===== src/rtl/regfile_write_sched.sv =====
// Write-back scheduler: queues up to three commit results per cycle in age
// order and drains them onto the register file's two write ports.
module regfile_write_sched #(
  parameter int DEPTH = 8
) (
  input  logic                     clk,
  input  logic                     reset,
  input  logic                     in_valid0,
  input  logic                     in_valid1,
  input  logic                     in_valid2,
  input  logic [3:0]               in_addr0,
  input  logic [3:0]               in_addr1,
  input  logic [3:0]               in_addr2,
  input  logic [15:0]              in_data0,
  input  logic [15:0]              in_data1,
  input  logic [15:0]              in_data2,
  output logic                     in_ready,
  output logic                     wen0,
  output logic [3:0]               waddr0,
  output logic [15:0]              wdata0,
  output logic                     wen1,
  output logic [3:0]               waddr1,
  output logic [15:0]              wdata1,
  output logic [15:0]              pending_mask,
  output logic [$clog2(DEPTH):0]   count
);

  localparam int AW = $clog2(DEPTH);
  localparam int CW = AW + 1;

  logic [3:0]    mem_addr [DEPTH];
  logic [15:0]   mem_data [DEPTH];
  logic [AW-1:0] head;
  logic [AW-1:0] tail;
  logic [AW-1:0] head1;
  logic [AW-1:0] slot1;
  logic [AW-1:0] slot2;
  logic [CW-1:0] cnt_q;
  logic [1:0]    enq_n;
  logic [1:0]    deq_n;
  logic          h0_ok;
  logic          h1_ok;
  logic          same;

  assign head1 = head + AW'(1);
  assign h0_ok = cnt_q != '0;
  assign h1_ok = cnt_q >= CW'(2);
  assign same  = mem_addr[head] == mem_addr[head1];

  // Ready looks only at the registered count, ignoring this cycle's drain.
  assign in_ready = (CW'(DEPTH) - cnt_q) >= CW'(3);

  assign enq_n = in_ready ?
    ({1'b0, in_valid0} + {1'b0, in_valid1} + {1'b0, in_valid2}) : 2'd0;
  assign deq_n = h1_ok ? 2'd2 : {1'b0, h0_ok};

  // Valid lanes are packed into consecutive slots starting at the tail.
  assign slot1 = tail + AW'(in_valid0);
  assign slot2 = slot1 + AW'(in_valid1);

  assign count = cnt_q;

  always_comb begin
    wen0   = 1'b0;
    waddr0 = '0;
    wdata0 = '0;
    wen1   = 1'b0;
    waddr1 = '0;
    wdata1 = '0;
    if (h0_ok && !(h1_ok && same)) begin
      wen0   = 1'b1;
      waddr0 = mem_addr[head];
      wdata0 = mem_data[head];
    end
    if (h1_ok) begin
      wen1   = 1'b1;
      waddr1 = mem_addr[head1];
      wdata1 = mem_data[head1];
    end
  end

  always_comb begin
    pending_mask = '0;
    for (int i = 0; i < DEPTH; i++) begin
      if ({1'b0, AW'(AW'(i) - head)} < cnt_q) begin
        pending_mask[mem_addr[i]] = 1'b1;
      end
    end
  end

  always_ff @(posedge clk) begin
    if (reset) begin
      head  <= '0;
      tail  <= '0;
      cnt_q <= '0;
    end else begin
      head  <= head + AW'(deq_n);
      tail  <= tail + AW'(enq_n);
      cnt_q <= cnt_q + CW'(enq_n) - CW'(deq_n);
    end
  end

  always_ff @(posedge clk) begin
    if (in_ready && !reset) begin
      if (in_valid0) begin
        mem_addr[tail] <= in_addr0;
        mem_data[tail] <= in_data0;
      end
      if (in_valid1) begin
        mem_addr[slot1] <= in_addr1;
        mem_data[slot1] <= in_data1;
      end
      if (in_valid2) begin
        mem_addr[slot2] <= in_addr2;
        mem_data[slot2] <= in_data2;
      end
    end
  end

endmodule


===== config.mk =====
export PLATFORM = sky130hd
export DESIGN_NAME = regfile_write_sched
export DESIGN_NICKNAME = d
export VERILOG_FILES = /design/src/rtl/regfile_write_sched.sv
export SDC_FILE = /design/constraint.sdc
export NUM_CORES = 1
export LEC_CHECK = 0
export ABC_AREA = 0
export CELL_PAD_IN_SITES_DETAIL_PLACEMENT = 1
export CELL_PAD_IN_SITES_GLOBAL_PLACEMENT = 1
export CORE_MARGIN = 3
export CORE_UTILIZATION = 45
export DETAILED_ROUTE_END_ITERATION = 10
export PLACE_DENSITY_LB_ADDON = 0.1
export SLEW_MARGIN = 20
export SYNTH_ARGS = -nofsm -noshare
export SYNTH_HDL_FRONTEND = slang
export SYNTH_SLANG_ARGS = --single-unit

===== constraint.sdc =====
create_clock -name clk -period 6.8 [get_ports clk]
set_input_delay 1.02 -clock clk [delete_from_list [all_inputs] [get_ports clk]]
set_output_delay 1.02 -clock clk [all_outputs]
set_load 0.02 [all_outputs]

==> results.py <==
metrics = {
    "run_status": {
        "status": "completed",
    },
    "layout": {
        "layout.cells.non_filler": 1921,
        "num_antenna_cells": 0,
        "syn_to_final_growth_pct": 15.37,
        "final_nets": 1625,
        "layout_common_cells": "nand2_1, nor2_1, a31oi_1, edfxtp_1, clkdlybuf4s50_1",
        "drive_gt1_frac": 0.1316,
        "final_common_cell": "nand2_1",
        "fin_area_sq_mm": 0.01517,
        "final_core_utilization": 0.5359,
    },
    "min_path": {
        "hp-class": "reg -> reg",
    },
    "logic_synthesis": {
        "yosys.area_share.xor_xnor": 0.01142,
        "dominantRegCellSynth": "edfxtp_1",
        "synth_top_family_by_area": "simple AND/OR/NAND/NOR gates",
        "yosysTopAreaCell": "edfxtp_1",
        "synth-edff-count": 160,
        "yosysSeqAreaShare": 0.3806,
        "yosys.area_share.adder": 0.03140,
        "synth.distinct_cells": 61,
        "synth_compound_area_frac": 0.1402,
        "yosys.area.top_type_share": 0.3653,
        "syn_inst": 1504,
        "yosys_warnings": 0,
        "muxShareOfSynthArea": 0.1431,
        "synth_area_leaders": "edfxtp_1, mux4_2, nand2_1",
        "async_flop_share": 0,
        "synth_nets": 1599,
        "synth-simple-area-share": 0.2276,
        "synth_area_sq_mm": 0.01315,
        "syn_avg_cell_area_sq_um": 8.744,
        "ys_seq_elements": 170,
    },
    "drt": {
        "wl_met1_microns": 21810,
        "met3WireLength_microns": 5271,
        "wl_per_cell_microns": 29.47,
        "finalWirelength_microns": 56610,
        "drt-initial-drc-count": 1548,
        "highest-signal-layer": "met5",
        "drc": 0,
        "post_drt_via_cell_ratio": 6.785,
        "wl_met2_microns": 26710,
        "ant_nets": 0,
        "vias": 13030,
        "dr.pass1.iters": 5,
    },
    "sta": {
        "whs_ns": 0.6788,
        "tightest_slew_ns": 1.084,
        "max_freq_mhz": 169.2,
        "fin_skew_ns": 0.009000,
        "setup_violations": 0,
        "min_period_over_period": 0.8690,
        "hold_violations": 0,
        "report.final.slew_viol_count": 0,
        "rsz0062_at_grt": "no",
        "min_period_ns": 5.909,
        "tns_ns": 0,
        "max_slew_margin": 0.2759,
    },
    "clocking": {
        "cts_setup_buffers": 0,
        "clk_path_buf_depth": 2,
        "clk_pin_slew_ns": 0.08,
        "worstSkewPairLatency_ns": 0.44,
        "tritoncts": "built",
        "cts_root_buf": "clkbuf_16",
        "cts_made_buffers": 17,
        "post_cts_resized": 0,
        "clock_sink_count": 170,
        "cts_hold_buffers": 0,
        "h-tree-depth": 4,
    },
    "die": {
        "io_pins": 128,
        "die_w_microns": 177.0,
        "die_y_microns": 177.0,
        "start_util": 0.4645,
        "coreArea_sq_mm": 0.02832,
        "num_rows": 61,
        "dieArea_sq_mm": 0.03131,
    },
    "power_and_ir_drop": {
        "ir_drop_v": 0.0002682,
        "total_leakage_power_nw": 5.430,
        "pwr_density_cell_mw_per_mm2": 476.9,
    },
    "grt": {
        "grt_pass1_vias": 13550,
        "grt_overflow": 0,
        "grt_pass1_wl_microns": 84120,
        "grt_max_degree": 47,
        "antenna_found_initial": 1,
        "grt_usage": 0.3614,
    },
    "setup_path": {
        "cp-end-kind": "primary output",
        "critPathCapture": "pending_mask[1]",
        "cp_slowest_cell": "ha_2",
        "cp.arrival_ns": 4.89,
        "path_cells": "inv_1, ha_2, ha_1, a21o_1, a21oi_1, nor2_1, or3b_2, o211ai_1, or3_1, clkdlybuf4s50_1",
        "critPathKind": "reg -> out",
        "cp_max_fo": 36,
        "crit_start": "head[0]",
        "critPathMaxStageDelay_ns": 0.91,
        "rrSetupSlack_ns": 2.89,
        "r2r_cells": 9,
        "r2r-start": "tail[0]",
        "cp-start-kind": "flip-flop",
        "crit_required_ns": 5.78,
        "r2r-end": "mem_data[4][0]",
    },
    "placement": {
        "gp_congestion": 0.9531,
        "post_dp_cell_area_sq_mm": 0.01457,
        "dpl.cell_count": 1889,
        "port-buffer-count": 127,
        "place_hpwl_microns": 36900,
    },
    "job": {
        "maxCapViolCount": 0,
    },
}
==> sequential cells by signal, summed over array words and instances (netlist names) <==
register	flops
tail	3
mem_data	128
head	3
mem_addr	32
count	4
==> critical path: cells and delay by family (launching register included) <==
family / cells / cell delay [ns]
fa+ha+maj: 2 / 1.27
buf+inv: 2 / 0.86
compound gates: 3 / 0.69
simple gates: 3 / 0.88
flops: 1 / 0.73
==> cell usage after synthesis, types with 3 or more instances <==
cell type and n:
mux2i_1 8, nand2b_1 13, xnor2_1 8, o21ai_0 9, a21oi_2 15, xor2_1 6, nand2_1 407, o211ai_1 11
nand3b_1 5, buf_2 45, o221ai_1 3, clkbuf_2 19, fa_1 5, nor4_1 6, dfxtp_1 10, nor3_1 7
clkbuf_1 79, a21o_1 3, a32oi_1 3, nor4b_1 5, edfxtp_1 160, a21oi_1 25, nor2_1 198, or3_1 8
or2_2 7, or4_1 9, a22oi_1 4, ha_1 25, o22ai_1 34, buf_6 4, buf_1 13, o311ai_0 4
nand3_1 27, inv_1 37, a31oi_1 160, mux4_2 80, or3b_2 3, nor2b_1 8
==> routing by layer <==
metal,track usage,up-vias
li1,-,5459
met1,0.4592,6510
met2,0.5994,845
met3,0.06478,218
met4,0.1718,2
met5,0,-
==> kinds of logic (layout without fill, tap and decap cells) <==
family | count (synthesis) | after routing
simple gates | 717 | 717
compound gates | 284 | 284
fa+ha+maj | 30 | 30
buf+inv | 200 | 239
xor+xnor | 15 | 15
flops | 170 | 170
mux | 88 | 88
==> worst min-delay path by stage <==
stage / start / endpoint / cells past startpoint
global route: tail[1] / tail[1] / 3
global placement: tail[1] / tail[1] / 3
CTS: tail[1] / tail[1] / 3
detailed placement: tail[1] / tail[1] / 3
floorplan: head[0] / head[0] / 2
finish: tail[1] / tail[1] / 3
==> area by class of cell <==
class	count	area, sq um
clock buffers	17	425.4
flip-flops and latches	170	5010
well taps	378	473.0
multi-input cells	1134	7365
fillers	3222	13140
clock inverters	15	175.2
repair buffers	168	1579
inverters	39	146.4
==> report_power, final <==
part           internal [mW]  switching, mW
Combinational           1.82           2.65
Clock                  0.500          0.512
Sequential              1.48          0.275
==> stage by stage <==
stage               setup slack (ns)  power, mW
floorplan                      1.575      4.423
global placement               1.592      6.024
detailed placement             1.454      6.158
CTS                           0.9173      7.178
global route                  0.6799      7.557
finish                        0.8908      7.236
(Power assumes the default switching activity.)
